==> config.mk <==
export PLATFORM = sky130hd
export DESIGN_NAME = gb_timer
export DESIGN_NICKNAME = d
export VERILOG_FILES = /design/src/rtl/gb_timer_pkg.sv /design/src/rtl/gb_timer_edge.sv /design/src/rtl/gb_timer.sv
export SDC_FILE = /design/constraint.sdc
export NUM_CORES = 1
export LEC_CHECK = 0
export BUFFER_PORTS_ARGS = -buffer_cell sky130_fd_sc_hd__buf_2
export CAP_MARGIN = 30
export CORE_MARGIN = 4
export CORE_UTILIZATION = 40
export CTS_CLUSTER_DIAMETER = 80
export CTS_CLUSTER_SIZE = 16
export DETAILED_ROUTE_END_ITERATION = 7
export GPL_ROUTABILITY_DRIVEN = 0
export HOLD_SLACK_MARGIN = 0.08
export PLACE_DENSITY = 0.67
export RECOVER_POWER = 100
export SETUP_SLACK_MARGIN = 0.1
export SYNTH_ARGS = -nofsm -noshare
export SYNTH_HDL_FRONTEND = slang
export SYNTH_SLANG_ARGS = --single-unit
==> constraint.sdc <==
create_clock -name clock -period 3.5 [get_ports clock]
set_clock_uncertainty 0.2 [all_clocks]
set_input_delay 0.525 -clock clock [delete_from_list [all_inputs] [get_ports clock]]
set_output_delay 0.525 -clock clock [all_outputs]
set_load 0.03 [all_outputs]
==> src/rtl/gb_timer_pkg.sv <==
// Shared timer definitions: I/O register addresses, TAC clock-select codes
// and the interrupt line index used by the interrupt controller.
package gb_timer_pkg;

  localparam logic [15:0] ADDR_DIV  = 16'hFF04;
  localparam logic [15:0] ADDR_TIMA = 16'hFF05;
  localparam logic [15:0] ADDR_TMA  = 16'hFF06;
  localparam logic [15:0] ADDR_TAC  = 16'hFF07;

  localparam int TIMER_INT = 2;

  // TAC[1:0] picks which system-counter bit clocks TIMA
  typedef enum logic [1:0] {
    SEL_BIT9 = 2'b00,
    SEL_BIT3 = 2'b01,
    SEL_BIT5 = 2'b10,
    SEL_BIT7 = 2'b11
  } tac_sel_e;

endpackage

==> src/rtl/gb_timer_edge.sv <==
// Selects the TAC-chosen system-counter bit, gates it with the enable bit and
// emits a one-clock inc pulse on its falling edge. Inputs are the next-state
// counter and TAC so that DIV writes and TAC changes produce the same
// spurious increments as the original hardware.
module gb_timer_edge
  import gb_timer_pkg::*;
(
  input  logic        clock,
  input  logic        reset,
  input  logic [2:0]  tac,
  input  logic [15:0] cnt,
  output logic        inc
);

  logic sel_bit;
  logic sig;
  logic sig_prev;

  // bit-select mux driven by the clock-select field
  always_comb begin
    sel_bit = cnt[9];
    case (tac_sel_e'(tac[1:0]))
      SEL_BIT9: sel_bit = cnt[9];
      SEL_BIT3: sel_bit = cnt[3];
      SEL_BIT5: sel_bit = cnt[5];
      SEL_BIT7: sel_bit = cnt[7];
      default:  sel_bit = cnt[9];
    endcase
  end

  assign sig = tac[2] & sel_bit;
  assign inc = sig_prev & ~sig;

  // history of the gated bit, updated every clock regardless of tick
  always_ff @(posedge clock) begin
    if (reset) sig_prev <= 1'b0;
    else       sig_prev <= sig;
  end

endmodule

==> src/rtl/gb_timer.sv <==
// DIV/TIMA/TMA/TAC timer built on a free-running 16-bit system counter.
// TIMA overflow reloads TMA on the same edge and raises a sticky int_req.
module gb_timer
  import gb_timer_pkg::*;
#(
  parameter int CLK_PER_TICK = 1
) (
  input  logic        clock,
  input  logic        reset,
  input  logic [15:0] A,
  input  logic [7:0]  Di,
  output logic [7:0]  Do,
  input  logic        wr_n,
  input  logic        rd_n,
  input  logic        cs,
  output logic        int_req,
  input  logic        int_ack
);

  localparam int PW = (CLK_PER_TICK > 1) ? $clog2(CLK_PER_TICK) : 1;

  logic [PW-1:0] presc, presc_next;
  logic [15:0]   cnt, cnt_next;
  logic [7:0]    tima, tma, tma_eff;
  logic [2:0]    tac, tac_next;
  logic          tick, inc, ovf;
  logic          wr_en, wr_div, wr_tima, wr_tma, wr_tac;
  logic          unused_rd;

  // reads have no side effects, so the read strobe carries no information
  assign unused_rd = rd_n;

  assign wr_en   = cs & ~wr_n;
  assign wr_div  = wr_en & (A == ADDR_DIV);
  assign wr_tima = wr_en & (A == ADDR_TIMA);
  assign wr_tma  = wr_en & (A == ADDR_TMA);
  assign wr_tac  = wr_en & (A == ADDR_TAC);

  assign tick     = (presc == PW'(CLK_PER_TICK - 1));
  assign tac_next = wr_tac ? Di[2:0] : tac;
  assign tma_eff  = wr_tma ? Di : tma;
  assign ovf      = inc & ~wr_tima & (tima == 8'hFF);

  // next-state prescaler and system counter; a DIV write clears both
  always_comb begin
    presc_next = tick ? '0 : presc + PW'(1);
    cnt_next   = tick ? cnt + 16'd1 : cnt;
    if (wr_div) begin
      presc_next = '0;
      cnt_next   = '0;
    end
  end

  gb_timer_edge u_edge (
    .clock (clock),
    .reset (reset),
    .tac   (tac_next),
    .cnt   (cnt_next),
    .inc   (inc)
  );

  // register state: counter, TAC/TMA, TIMA with reload, sticky interrupt
  always_ff @(posedge clock) begin
    if (reset) begin
      presc   <= '0;
      cnt     <= '0;
      tac     <= '0;
      tma     <= '0;
      tima    <= '0;
      int_req <= 1'b0;
    end else begin
      presc <= presc_next;
      cnt   <= cnt_next;
      tac   <= tac_next;
      if (wr_tma) tma <= Di;
      if (wr_tima)  tima <= Di;
      else if (ovf) tima <= tma_eff;
      else if (inc) tima <= tima + 8'd1;
      if (ovf)          int_req <= 1'b1;
      else if (int_ack) int_req <= 1'b0;
    end
  end

  // combinational read mux
  always_comb begin
    Do = 8'hFF;
    if (cs) begin
      case (A)
        ADDR_DIV:  Do = cnt[15:8];
        ADDR_TIMA: Do = tima;
        ADDR_TMA:  Do = tma;
        ADDR_TAC:  Do = {5'b11111, tac};
        default:   Do = 8'hFF;
      endcase
    end
  end

endmodule
==> results.cfg, run 1 <==
[synthesis]
synth-simple-area-share_pct = 29.3
synth_warnings = 0
synth_edf_count = 0
synth_area_um2 = 2260
yosys_most_used_dff = dfxtp_1
synthMuxAreaShare_pct = 10.5
synth-adder-area-share_pct = 1.11
synthXorXnorAreaFrac_pct = 5.80
postSynthCellCount = 269
synth_seq_cells = 38
synth_top_family_by_area = simple AND/OR/NAND/NOR gates
synth_nets = 301
synth_compound_area_share_pct = 16.7
async_reset_ff_share_pct = 0
yosysSeqAreaShare_pct = 33.6
synth.avg_cell_area_um2 = 8.41
yosysUniqueCellTypes = 52

[sta]
min_period_over_period_pct = 89.3
rsz0062_at_grt = false
hold_viol_final = 0
relSlewSlack_pct = 60.2
period_minus_slack_ns = 3.13
worst_pin_slew_ns = 0.596
max_freq_mhz = 320
setup_viol = 0
fin_tns_setup_ns = 0
slew_violations = 0

[cts]
cts_max_level = 2
hold_buffers = 0
post_cts_buffers = 0
clkTransAtPathRegs_ns = 0.08
clockBufferDepth = 2
numCtsBuffers = 5
cts.sinks = 38
clk_latency_ns = 0.29
cts_root_buffer = clkbuf_8
cts_tree = yes
cts_resized = 0

[critical_path]
cp-end-kind = primary output
criticalPathCategory = in -> out
crit_path_max_incr_delay_ns = 0.55
critPathBufInv = 2
crit_arrival_ns = 2.40
cp_cell_sequence = buf_2 -> or4b_4 -> nor4_4 -> and2b_1 -> a221o_1 -> clkbuf_1
cp-start-kind = primary input
path_max_fanout = 9
crit_start = A[4]
path_delay_family = simple AND/OR/NAND/NOR gates
worst_path_max_delay_cell = or4b_4
r2r_start = presc$_SDFF_PP0_
cp.required_ns = 2.77

[final_layout]
mostFrequentLayoutCells = dfxtp_1 (38), nor2_1 (37), buf_2 (28)
final_common_cell = dfxtp_1
fin_cells = 374
area_delta_synth_final_pct = 12.4
drive_above_1_share_pct = 15.6
nets = 333
finish.utilization_pct = 46.2
diodes = 0

[detailed_routing]
wirelength_um = 5510
num_vias = 2038
drt-initial-drc-count = 114
drtAntennaViolNets = 0
via_per_inst = 5.45
drt_first_pass_iters = 4
wl_per_cell_um = 14.7
drc = 0

[place]
hpwl_um = 4190
dp.cells = 366
port_buffers = 37

[floorplan]
fp.dieW_um = 83.2
io_pins = 39
die_h_um = 83.2
start_util_pct = 41.1
rows = 27
core_um2 = 5510
die-area_um2 = 6930

[global_route]
grtUsageTotal_pct = 16.4
grt_max_degree = 23
grt_overflow = 0
grt_pass1_wl_um = 9510
grt_pass1_vias = 2029
antenna_found_initial = 0

[run_status]
status = complete, no violations

[power]
pwr_density_cell_nw_per_um2 = 316
leakagePower_nw = 1.01
vdd_drop_max_mv = 0.405

[job]
maxCapViolations = 0

[hold_path]
holdCritPathClass = reg -> reg
min_from = int_req$_SDFFE_PP0P_
[Yosys cell counts (2+ instances only)]
cell	number	share of area [%]
a211o_1	2	0.77
a21o_1	5	1.7
a21oi_1	6	1.3
a221o_1	3	1.3
a311oi_1	2	0.77
a31oi_1	3	0.83
a41oi_1	2	0.77
and3_1	8	2.2
buf_1	2	0.33
buf_2	2	0.44
clkbuf_1	7	1.2
dfxtp_1	38	34
ha_1	2	1.1
inv_1	3	0.50
mux2_2	6	3.0
mux2i_1	17	7.5
nand2_1	25	4.1
nand2b_1	3	0.83
nand3_1	14	3.1
nand4_1	4	1.1
nand4b_1	4	1.5
nor2_1	37	6.1
nor2b_1	5	1.4
nor3_1	5	1.1
nor4_4	3	2.8
o2111ai_1	2	0.77
o211ai_1	6	2.0
o21ai_0	12	2.7
o21ai_1	3	0.66
o31ai_1	2	0.66
or3_1	2	0.55
xnor2_1	6	2.3
xor2_1	9	3.5
[cell type report]
cell class	count	area, um2
Clock buffer	7	86.3
Tap cell	72	90.1
Multi-Input combinational cell	216	1420
Inverter	3	11.3
Clock inverter	1	5.00
Sequential cell	38	761
Timing Repair Buffer	37	174
Fill cell	576	2960
[flip-flops by register name, indices dropped and copies added (netlist names)]
signal,count
presc,1
tac,3
int_req,1
u_edge.sig_prev,1
tima,8
cnt,16
tma,8
[power breakdown]
group           total, W  internal (W)  switching [W]
Combinational  0.0000525     0.0000224      0.0000301
Clock           0.000312      0.000159       0.000153
Sequential      0.000440      0.000435     0.00000437
[worst min-delay path, cell delays in order, from the launching register on]
cell     delay [ns]
dfxtp_1        0.33
nand2_1        0.05
o31ai_1        0.05
[metrics by stage]
| stage | instance area [um2] | setup WS [ns] | total power (W) | hold slack, ns |
|---|---|---|---|---|
| 2_1_floorplan | 2260 | 0.730 | 0.000478 | 0.250 |
| 3_3_place_gp | 2490 | 0.441 | 0.000502 | 0.232 |
| 3_5_place_dp | 2490 | 0.383 | 0.000504 | 0.237 |
| 4_1_cts | 2580 | 0.473 | 0.000811 | 0.254 |
| 5_1_grt | 2540 | 0.205 | 0.000833 | 0.296 |
| 6_report | 2540 | 0.375 | 0.000804 | 0.254 |
[logic make-up (layout without fill, tap and decap cells)]
| kind of cell | Yosys count | after routing |
|---|---|---|
| AOI/OAI and AO/OA | 54 | 54 |
| buffers and inverters | 15 | 48 |
| DFF | 38 | 38 |
| xor gates and xnor gates | 15 | 15 |
| muxes | 23 | 23 |
| and+or+nand+nor | 121 | 121 |
| adders and majority gates | 2 | 2 |
| other | 1 | 1 |
[metal layers]
metal | up-vias | share of wire (%) | track usage [%]
met5 | - | 0 | 0
met4 | 0 | 1.4 | 3.71
met3 | 11 | 2.8 | 3.67
met2 | 29 | 49 | 28.4
met1 | 964 | 47 | 20.8
li1 | 1034 | - | -
[path summary, 6_finish.rpt]
check                    endpoint  slack [ns]  cells past startpoint
max reg2reg  tima[5]$_SDFFE_PP0P_        0.79                      8
min reg2reg  int_req$_SDFFE_PP0P_        0.25                      2
max                         Do[0]        0.37                      6
min          int_req$_SDFFE_PP0P_        0.25                      2
(Power assumes the default switching activity.)
==> inputs of run 2 (changes only) <==
==> constraint.sdc (replaced) <==
create_clock -name clock -period 3.1 [get_ports clock]
set_clock_uncertainty 0.2 [all_clocks]
set_input_delay 0.465 -clock clock [delete_from_list [all_inputs] [get_ports clock]]
set_output_delay 0.465 -clock clock [all_outputs]
set_load 0.03 [all_outputs]
==> results.cfg, run 2 (synthesis gave the netlist of run 1 again) <==
[final_layout]
mostFrequentLayoutCells = dfxtp_1 (38), nor2_1 (37), buf_2 (30)
largest_reg_flops = 16
finish.utilization_pct = 47.2
nets = 336
diodes = 0
top_regs = cnt: 16 flops, tima: 8 flops, tma: 8 flops
multi_input_area_um2 = 1420
area_delta_synth_final_pct = 14.9
top_register = cnt
seqCellArea_um2 = 761
final_common_cell = dfxtp_1
drive_above_1_share_pct = 19.0
fillers = 546

[critical_path]
cp-end-kind = flip-flop
cp_cell_sequence = buf_2 -> or4b_1 -> nor4_4 -> and2b_1 -> nand2_2 -> o2111ai_1 -> o21ai_2 -> a211o_1 -> a311oi_1
worst_path_max_delay_cell = or4b_1
path_delay_family = simple AND/OR/NAND/NOR gates
cp-start-kind = primary input
reg2reg_slack_ns = 0.38
criticalPathCategory = in -> reg
rr_worst_depth = 8
r2r_start = presc$_SDFF_PP0_
cp.required_ns = 3.11
r2r-end = tima[5]$_SDFFE_PP0P_
crit_arrival_ns = 2.89
crit_path_max_incr_delay_ns = 0.62
path_max_fanout = 10
critPathBufInv = 1

[floorplan]
io_pins = 39
die-area_um2 = 6930
core_um2 = 5510
die_h_um = 83.2
start_util_pct = 41.1
rows = 27
fp.dieW_um = 83.2

[power]
leakagePower_nw = 1.06
vdd_drop_max_mv = 0.167
pwr_density_cell_nw_per_um2 = 369

[sta]
setup_viol = 0
hold_viol_final = 0
fin_tns_setup_ns = 0
rsz0062_at_grt = false
relSlewSlack_pct = 59.3
slew_violations = 0
worst_pin_slew_ns = 0.610
period_minus_slack_ns = 2.88
max_freq_mhz = 347
min_period_over_period_pct = 92.9

[job]
maxCapViolations = 0

[global_route]
antenna_found_initial = 0
grt_pass1_wl_um = 9340
grt_pass1_vias = 1995
grtUsageTotal_pct = 16.2
grt_overflow = 0
grt_max_degree = 23

[detailed_routing]
drtAntennaViolNets = 0
wirelength_um = 5430
num_vias = 2034
drt-initial-drc-count = 97
drc = 0
wl_per_cell_um = 14.4
drt_first_pass_iters = 4
via_per_inst = 5.40

[hold_path]
min_from = Di[4]
hold-path-endpoint = tima[4]$_SDFFE_PP0P_
worstHoldPathCells = 3
holdCritPathClass = in -> reg

[cts]
cts.sinks = 38
cts_resized = 0
clk_latency_ns = 0.29
cts_max_level = 2
numCtsBuffers = 5
hold_buffers = 0
post_cts_buffers = 0
clkTransAtPathRegs_ns = 0.08
cts_tree = yes
clockBufferDepth = 2
cts_root_buffer = clkbuf_8

[place]
hpwl_um = 4190
port_buffers = 37

[run_status]
status = complete, no violations
[run 2: power breakdown]
group	total (W)	switching, W	internal [W]
logic	0.0000598	0.0000340	0.0000257
registers	0.000496	0.00000486	0.000491
clock network	0.000403	0.000179	0.000225
[run 2: metrics by stage]
step | cell area [um2] | cells | hold slack, ns | total power, W | setup WS (ns)
final | 2600 | 377 | 0.190 | 0.000959 | 0.221
after detailed placement | 2510 | 369 | 0.246 | 0.000569 | 0.0692
after floorplan | 2260 | 269 | 0.250 | 0.000540 | 0.390
after global routing | 2600 | 377 | 0.199 | 0.00100 | 0.0991
after CTS | 2620 | 377 | 0.190 | 0.000970 | 0.310
after global placement | 2510 | 369 | 0.230 | 0.000568 | 0.108
[run 2: per-layer routing]
metal,vias to the layer above,track usage (%),part of all wire (%)
li1,1047,-,-
met1,945,20.5,47
met2,33,27.3,48
met3,9,3.27,3.7
met4,0,5.94,1.5
met5,-,0,0
[run 2: worst min-delay path: stages]
cell and delay, ns:
buf_2 0.09, nand2_1 0.04, o21ai_0 0.06
[run 2: worst max-delay path by stage]
stage	slack (ns)	end	cells after the start	startpoint
after floorplan	0.39	tima[7]$_SDFFE_PP0P_	9	A[4]
after detailed placement	0.07	tima[5]$_SDFFE_PP0P_	9	A[4]
final	0.22	tima[5]$_SDFFE_PP0P_	9	A[4]
after CTS	0.31	Do[5]	7	A[4]
after global routing	0.1	tima[7]$_SDFFE_PP0P_	9	A[4]
after global placement	0.11	tima[5]$_SDFFE_PP0P_	9	A[4]
[run 2: area by class of cell]
cell class | instances | share of cell area, %
Tap cell | 72 | 3.46
Sequential cell | 38 | 29.3
Multi-Input combinational cell | 216 | 54.7
Timing Repair Buffer | 40 | 7.94
Inverter | 3 | 0.433
Clock buffer | 8 | 4.23
